## src/rtl/div_pkg.sv

```systemverilog
// Shared types and constants for the iterative 32-bit divider.
package div_pkg;

    typedef enum logic [1:0] {
        ST_IDLE = 2'd0,
        ST_RUN  = 2'd1,
        ST_FIX  = 2'd2,
        ST_DONE = 2'd3
    } div_state_e;

    localparam int unsigned DIV_WIDTH     = 32;
    localparam logic [4:0]  DIV_ITER_LAST = 5'd31;
    localparam logic [31:0] DIV_ZERO_QUOT = 32'hFFFFFFFF;

endpackage

```

## src/rtl/div_step.sv

```systemverilog
// One restoring-division step: shift in the next dividend bit and
// conditionally subtract the divisor.
module div_step
    import div_pkg::*;
#(
    parameter int unsigned WIDTH = DIV_WIDTH
) (
    input  logic [WIDTH:0]   rem_i,
    input  logic [WIDTH-1:0] divisor_i,
    input  logic             dividend_msb_i,
    output logic [WIDTH:0]   next_rem_o,
    output logic             q_bit_o
);

    localparam int unsigned RW = WIDTH + 1;
    localparam int unsigned SW = WIDTH + 2;

    logic [SW-1:0] shifted_c;
    logic [SW-1:0] divisor_ext_c;

    always_comb begin
        shifted_c     = {rem_i, dividend_msb_i};
        divisor_ext_c = {2'b00, divisor_i};
        q_bit_o       = 1'b0;
        next_rem_o    = RW'(shifted_c);
        if (shifted_c >= divisor_ext_c) begin
            q_bit_o    = 1'b1;
            next_rem_o = RW'(shifted_c - divisor_ext_c);
        end
    end

endmodule

```

## src/rtl/div32_iterative.sv

```systemverilog
// Multi-cycle signed/unsigned divider producing MIPS-style HI/LO results
// (LO = quotient, HI = remainder), one restoring step per cycle.
module div32_iterative
    import div_pkg::*;
#(
    parameter int unsigned WIDTH = DIV_WIDTH
) (
    input  logic             Clk,
    input  logic             Rst_n,
    input  logic             Start,
    input  logic             Signed,
    input  logic [WIDTH-1:0] A,
    input  logic [WIDTH-1:0] B,
    output logic             Busy,
    output logic             Done,
    output logic [WIDTH-1:0] LoResult,
    output logic [WIDTH-1:0] HiResult,
    output logic             DivByZero
);

    localparam int unsigned      CNT_W     = $clog2(WIDTH);
    localparam logic [CNT_W-1:0] ITER_LAST = CNT_W'(WIDTH - 1);
    localparam logic [WIDTH-1:0] ZERO_QUOT = {WIDTH{1'b1}};

    div_state_e       state_q;
    logic [CNT_W-1:0] cnt_q;
    logic [WIDTH:0]   rem_q;
    logic [WIDTH-1:0] dvd_q;
    logic [WIDTH-1:0] dsr_q;
    logic             qneg_q;
    logic             rneg_q;
    logic             busy_q;
    logic             done_q;
    logic             dbz_q;
    logic [WIDTH-1:0] lo_q;
    logic [WIDTH-1:0] hi_q;

    logic             accept_c;
    logic             a_neg_c;
    logic             b_neg_c;
    logic [WIDTH-1:0] a_mag_c;
    logic [WIDTH-1:0] b_mag_c;
    logic [WIDTH:0]   step_rem_c;
    logic             step_q_c;

    // Operand conditioning: magnitudes only matter for signed divides.
    always_comb begin
        accept_c = Start && ((state_q == ST_IDLE) || (state_q == ST_DONE));
        a_neg_c  = Signed & A[WIDTH-1];
        b_neg_c  = Signed & B[WIDTH-1];
        a_mag_c  = a_neg_c ? -A : A;
        b_mag_c  = b_neg_c ? -B : B;
    end

    div_step #(
        .WIDTH(WIDTH)
    ) u_step (
        .rem_i         (rem_q),
        .divisor_i     (dsr_q),
        .dividend_msb_i(dvd_q[WIDTH-1]),
        .next_rem_o    (step_rem_c),
        .q_bit_o       (step_q_c)
    );

    // The dividend register doubles as the quotient: dividend bits shift out
    // the top while quotient bits shift in at the bottom.
    always_ff @(posedge Clk) begin
        if (!Rst_n) begin
            state_q <= ST_IDLE;
            cnt_q   <= '0;
            rem_q   <= '0;
            dvd_q   <= '0;
            dsr_q   <= '0;
            qneg_q  <= 1'b0;
            rneg_q  <= 1'b0;
            busy_q  <= 1'b0;
            done_q  <= 1'b0;
            dbz_q   <= 1'b0;
            lo_q    <= '0;
            hi_q    <= '0;
        end else begin
            done_q <= 1'b0;

            case (state_q)
                ST_RUN: begin
                    rem_q <= step_rem_c;
                    dvd_q <= {dvd_q[WIDTH-2:0], step_q_c};
                    cnt_q <= cnt_q + CNT_W'(1);
                    if (cnt_q == ITER_LAST) begin
                        state_q <= ST_FIX;
                    end
                end
                ST_FIX: begin
                    lo_q    <= qneg_q ? -dvd_q : dvd_q;
                    hi_q    <= WIDTH'(rneg_q ? -rem_q : rem_q);
                    dbz_q   <= 1'b0;
                    busy_q  <= 1'b0;
                    done_q  <= 1'b1;
                    state_q <= ST_DONE;
                end
                ST_DONE: begin
                    state_q <= ST_IDLE;
                end
                default: begin
                end
            endcase

            // Acceptance only happens in IDLE/DONE, so it never races the RUN/FIX arms.
            if (accept_c) begin
                if (B == '0) begin
                    lo_q    <= ZERO_QUOT;
                    hi_q    <= A;
                    dbz_q   <= 1'b1;
                    done_q  <= 1'b1;
                    state_q <= ST_DONE;
                end else begin
                    rem_q   <= '0;
                    cnt_q   <= '0;
                    dvd_q   <= a_mag_c;
                    dsr_q   <= b_mag_c;
                    qneg_q  <= a_neg_c ^ b_neg_c;
                    rneg_q  <= a_neg_c;
                    busy_q  <= 1'b1;
                    state_q <= ST_RUN;
                end
            end
        end
    end

    assign Busy      = busy_q;
    assign Done      = done_q;
    assign LoResult  = lo_q;
    assign HiResult  = hi_q;
    assign DivByZero = dbz_q;

endmodule

```

## config.mk

```make
export PLATFORM = sky130hd
export DESIGN_NAME = div32_iterative
export DESIGN_NICKNAME = d
export VERILOG_FILES = /design/src/rtl/div_pkg.sv /design/src/rtl/div_step.sv /design/src/rtl/div32_iterative.sv
export SDC_FILE = /design/constraint.sdc
export NUM_CORES = 1
export LEC_CHECK = 0
export BUFFER_PORTS_ARGS = -buffer_cell sky130_fd_sc_hd__buf_2
export CAP_MARGIN = 20
export CORE_MARGIN = 3
export CORE_UTILIZATION = 45
export CTS_CLUSTER_SIZE = 12
export DETAILED_ROUTE_END_ITERATION = 12
export GPL_TIMING_DRIVEN = 0
export PLACE_DENSITY_LB_ADDON = 0.1
export SETUP_SLACK_MARGIN = 0.1
export SYNTH_ARGS = -nofsm -noshare
export SYNTH_HDL_FRONTEND = slang
export SYNTH_SLANG_ARGS = --single-unit
```

## constraint.sdc

```tcl
create_clock -name Clk -period 4.2 [get_ports Clk]
set_input_delay 0.42 -clock Clk [delete_from_list [all_inputs] [get_ports Clk]]
set_output_delay 0.42 -clock Clk [all_outputs]
set_load 0.1 [all_outputs]
```

---- After elaboration in Yosys (flattened, before gate mapping) ----
Index checks and enable logic that the tools add are counted.
storage, ports and cells
  flip-flop bits (word level) ............. 173
  input bits .............................. 68
  output and inout port bits .............. 67
  logic and storage cells ................. 69
cells by class
  add/subtract/negate cells ............... 6
  order comparisons ....................... 1
  equality and inequality tests ........... 5
  mux-type cells .......................... 34
  bitwise gates (word level) .............. 4
  reduce and logical (&&, ||, !) cells .... 7
operator list
  kind                                                 number
  two-way mux 32 bit                                   13
  two-way mux 33 bit                                   4
  negator 32 bit                                       4
  greater-or-equal comparator 34 x 32 -> 1 bit         1
  subtractor 33 x 32 -> 33 bit                         1
  zero test 32 bit                                     1
  two-way mux 5 bit                                    3
  two-way mux 1 bit                                    10
  two-way mux 2 bit                                    3
  case mux 2 bit (3 select lines)                      1
  adder 5 x 1 -> 5 bit, second input constant          1
  equality test 5 bit, second input constant           1
  equality test 2 bit, second input constant           2
  AND reduction 2 bit                                  2
  nonzero test 4 bit                                   1
  != test 3 bit, second input constant                 1
  bitwise AND 1 bit                                    2
  equality test 2 x 1 -> 1 bit, second input constant  1
  zero test 2 bit                                      1
  logical AND 1 bit                                    1
  logical OR 1 bit                                     1
  inverter 1 bit                                       1
  XOR 1 bit                                            1

---- Longest topological paths before layout ----
  depth after elaboration ................. 5
  gate-level depth with buffers ........... 14
  gate-level depth less buffers ........... 13

---- Modules after synthesis ----
Synthesis repeated with hierarchy kept, for this count alone.
second synthesis, totals
  cell total of the unflattened synthesis .. 1535
  area, all modules ....................... 12057.8 um2
modules (own cells, without submodules)
  module           times used  cells an instance  area an instance (um2)  sequential area each (um2)
  div32_iterative  1           1189               9867.0                  3463.3
  div_step         1           346                2190.9                  0.0

---- Worst setup path before layout ----
Ideal clock, no wire load.
  path kind ............................... input to register
  start ................................... input B[14]
  end ..................................... register rem_q[30]
  library setup time ...................... 60 ps
  arrival time ............................ 3374 ps
  data required time ...................... 4140 ps
  slack ................................... 765 ps
  stages on the path ...................... 12
  path buffers ............................ 3
  path through ............................ or4_4 > or4_1 > or4_1 > buf_2 > nor4_4 > or2_1 > buf_4 > and2_1 > buf_6 > nand2_2 > or4_1 > nand2_1
between the ends
  cells in the longest elaborated chain, start to end .. 3
ends and longest elaborated chain
  item                  RTL line                text
  start, declared       div32_iterative.sv:13   input logic [WIDTH-1:0] B,
  zero test 32 bit      div32_iterative.sv:110  if (B == '0) begin
  two-way mux 33 bit    div32_iterative.sv:110
  two-way mux 33 bit    div32_iterative.sv:109  if (accept_c) begin
  end signal, assigned  div32_iterative.sv:86   rem_q <= step_rem_c;
  end, declared         div32_iterative.sv:27   logic [WIDTH:0] rem_q;
No other way between the ends.
A chain may end at the register's enable or synchronous reset.

---- Worst setup path after layout ----
  start ................................... register dvd_q[31]
  end ..................................... register rem_q[27]
between the ends
  cells in the longest elaborated chain, start to end .. 5
  elaborated cells between the ends (all ways) .. 6
  classes of those cells .................. add/sub (1); order compare (1); mux (4)
ends and longest elaborated chain
  item                                                                                                 RTL line                        text
  start, declared                                                                                      div32_iterative.sv:28           logic [WIDTH-1:0] dvd_q;
  start signal, assigned                                                                               div32_iterative.sv:87           dvd_q <= {dvd_q[WIDTH-2:0], step_q_c};
  start signal, assigned                                                                               div32_iterative.sv:119          dvd_q <= a_mag_c;
  subtractor 33 x 32 -> 33 bit / greater-or-equal comparator 34 x 32 -> 1 bit (equally long branches)  div_step.sv:28, div_step.sv:26
  two-way mux 33 bit *                                                                                 div_step.sv:26                  if (shifted_c >= divisor_ext_c) begin
  two-way mux 33 bit *                                                                                 div32_iterative.sv:84           case (state_q)
  two-way mux 33 bit                                                                                   div32_iterative.sv:110
  two-way mux 33 bit *                                                                                 div32_iterative.sv:109
Mark *: on every way between the ends. The rest lies on a longest branch, timed or not.

==> out/qor.yml <==
routing:
  num_vias: 11100
  ant_nets: 0
  vias_per_cell: 5.65
  totalWireLength_mm: 35.9
  drtIter0Drc: 708
  drtPass1Iterations: 5
  route.detailed.drc: 0
  routedWlPerCell_um: 18.3
floorplan:
  ioPinCount: 135
  die_h_um: 167
  num_rows: 58
  start_util: 0.460
  die_w_um: 167
  fp.coreArea_um2: 25300
  die_area_um2: 27800
clock_tree:
  holdBufCountCts: 0
  htreeDepth: 4
  cts_tree: "built"
  insertion_delay_ns: 0.44
  path_clk_slew_ns: 0.07
  cts_root_buf: "clkbuf_16"
  clockBufferDepth: 2
  cts_buffers: 17
  clkSinkCount: 173
timing:
  clock-skew-final_ns: 0.0116
  holdWs_ns: 0.264
  rsz0062_at_grt: "false"
  tightest_slew_ns: 1.01
  setup_tns_ns: 0
  fin_crit_sh: 0.919
  maxSlewViolCount: 0
  period_minus_slack_ns: 3.86
  setup_viol: 0
  max_freq_mhz: 259
  hold_viol_final: 0
  slew_headroom: 0.323
grt:
  grt_max_degree: 17
  grt-ovfl-total: 0
  track_usage: 0.250
  antenna_found_initial: 0
  grt_pass1_wl_mm: 56.4
  grt_pass1_vias: 10700
synth:
  synth-edff-count: 0
  synthesis.instances: 1466
  netlist-cell-type-count: 56
  yosysMostFrequentCell: "nand2_1"
  synth_warnings: 0
  yosys-top-cells-area: "dfxtp_1 (30%), xor2_1 (6.8%), nand2_1 (5.7%), mux2i_1 (4.9%), a21oi_1 (4.9%)"
  ys_ff_latch: 173
  syn_nets: 1576
  syn_area_um2: 11600
  ys_top_cells_by_count: "nand2_1 (175), dfxtp_1 (173), a21oi_1 (113)"
  synthArstFlopShare: 0
  avgSynthCellArea_um2: 7.92
  synth_top_cell_by_area: "dfxtp_1"
  synth_seq_area_share: 0.298
  synth_top_area_frac: 0.298
  ys.flop_type: "dfxtp_1"
critical_path:
  critPathLaunchType: "flop"
  crit_fanout: 10
  r2r_start: "dvd_q[31]$_SDFF_PN0_"
  cp-end-kind: "flop"
  cp.required_ns: 4.51
  crit_path_start: "dvd_q[31]$_SDFF_PN0_"
  crit_type: "reg -> reg"
  worstPathArrival_ns: 4.17
placed_design:
  dpl.hpwl_mm: 28.4
  place.gp.congestion: 0.925
  dp_cells: 1930
  portBuffers: 134
finish:
  n_antenna_cell: 0
  fillers: 2523
  drive_gt1_frac: 0.119
  area_growth_pct: 14.8
  final_util: 0.527
  final_cells: 1962
  nets: 1729
hold_path:
  hold_path_class: "in -> reg"
  hold_start: "A[29]"
power_and_ir_drop:
  peakVddDrop_v: 0.000679
  power_density_nw_per_um2: 943
  leakagePower_nw: 5.96
  power_w: 0.0126
run:
  drv_cap: 0
run_status:
  status: "complete, no violations"
[registers in the layout, indices dropped and copies added (netlist names), 2 cells and up]
signal / flops
dvd_q: 32
state_q: 2
cnt_q: 5
HiResult: 32
LoResult: 32
dsr_q: 32
rem_q: 33
[worst max-delay path, cell delays in order, from the launching register on]
cell      delay (ns)
dfxtp_1         0.31
inv_1           0.22
ha_1            0.26
inv_1           0.07
fa_1            0.40
a21oi_1         0.22
and4b_1         0.23
o21ai_0         0.31
a21oi_1         0.19
o21ai_0         0.29
nand2_1         0.18
a21boi_4        0.32
buf_2           0.35
mux2i_1         0.26
a21oi_1         0.09
[kinds of logic after synthesis]
group                      synth area share
and+or+nand+nor                       0.192
AOI/OAI and AO/OA                     0.244
DFF                                   0.298
xor gates and xnor gates              0.110
buffers and inverters                0.0482
muxes                                0.0608
adders and majority gates            0.0459
[cells in the final DEF, fill, tap and decap left out, drive strengths merged, types with 18 or more instances in the layout]
cell	count
a21boi	30
inv	59
nand3	24
mux2i	57
o31ai	25
nand2	176
o21a	35
xnor2	56
o21ai	97
nor4	18
nor2	97
dfxtp	173
or4	21
ha	41
xor2	90
clkbuf	93
o211a	37
buf	152
a21oi	113
and3	24
[per-stage QoR]
stage / worst slack [ns] / instance area, um2
after detailed placement: -0.0989 / 12700
after CTS: 0.111 / 13300
after global routing: 0.137 / 13300
after global placement: -0.108 / 12700
after floorplan: 0.765 / 11600
final: 0.341 / 13300
[final cells by class]
type,count,area (um2),area share
buffer,92,372,0.0279
tap,330,413,0.0310
clock inverter,13,178,0.0133
sequential,173,3460,0.260
timing repair buffer,134,671,0.0504
inverter,52,195,0.0147
multi-input combinational,1149,7590,0.570
clock buffer,19,433,0.0325
[per-layer routing]
metal	up-vias	global-route usage	wire length (um)	part of all wire
li1	5551	-	-	-
met1	5163	0.321	16200	0.45
met2	316	0.436	17100	0.48
met3	55	0.0330	1650	0.046
met4	0	0.0818	881	0.025
met5	-	0	0	0
[path summary, 6_finish.rpt]
check                                          endpoint  slack (ns)  cells after the start
worst max-delay path               rem_q[27]$_SDFF_PN0_        0.34                     14
worst min-delay path            HiResult[29]$_SDFF_PN0_        0.26                      3
worst max register to register     rem_q[27]$_SDFF_PN0_        0.34                     14
worst min register to register   dsr_q[31]$_SDFFE_PN0P_        0.47                      2
[where the power goes]
group	internal (W)	total, W	switching [W]
clock network	0.000954	0.00169	0.000741
registers	0.00221	0.00279	0.000585
logic	0.00273	0.00808	0.00534
total	0.00589	0.0126	0.00667
[repair_timing]
item	in CTS	in global routing
gates resized for setup	3	9
endpoints found under the setup margin	31	29
pin swaps	0	0
setup buffers	0	0
Note: power is estimated with default switching activity, not from simulation.
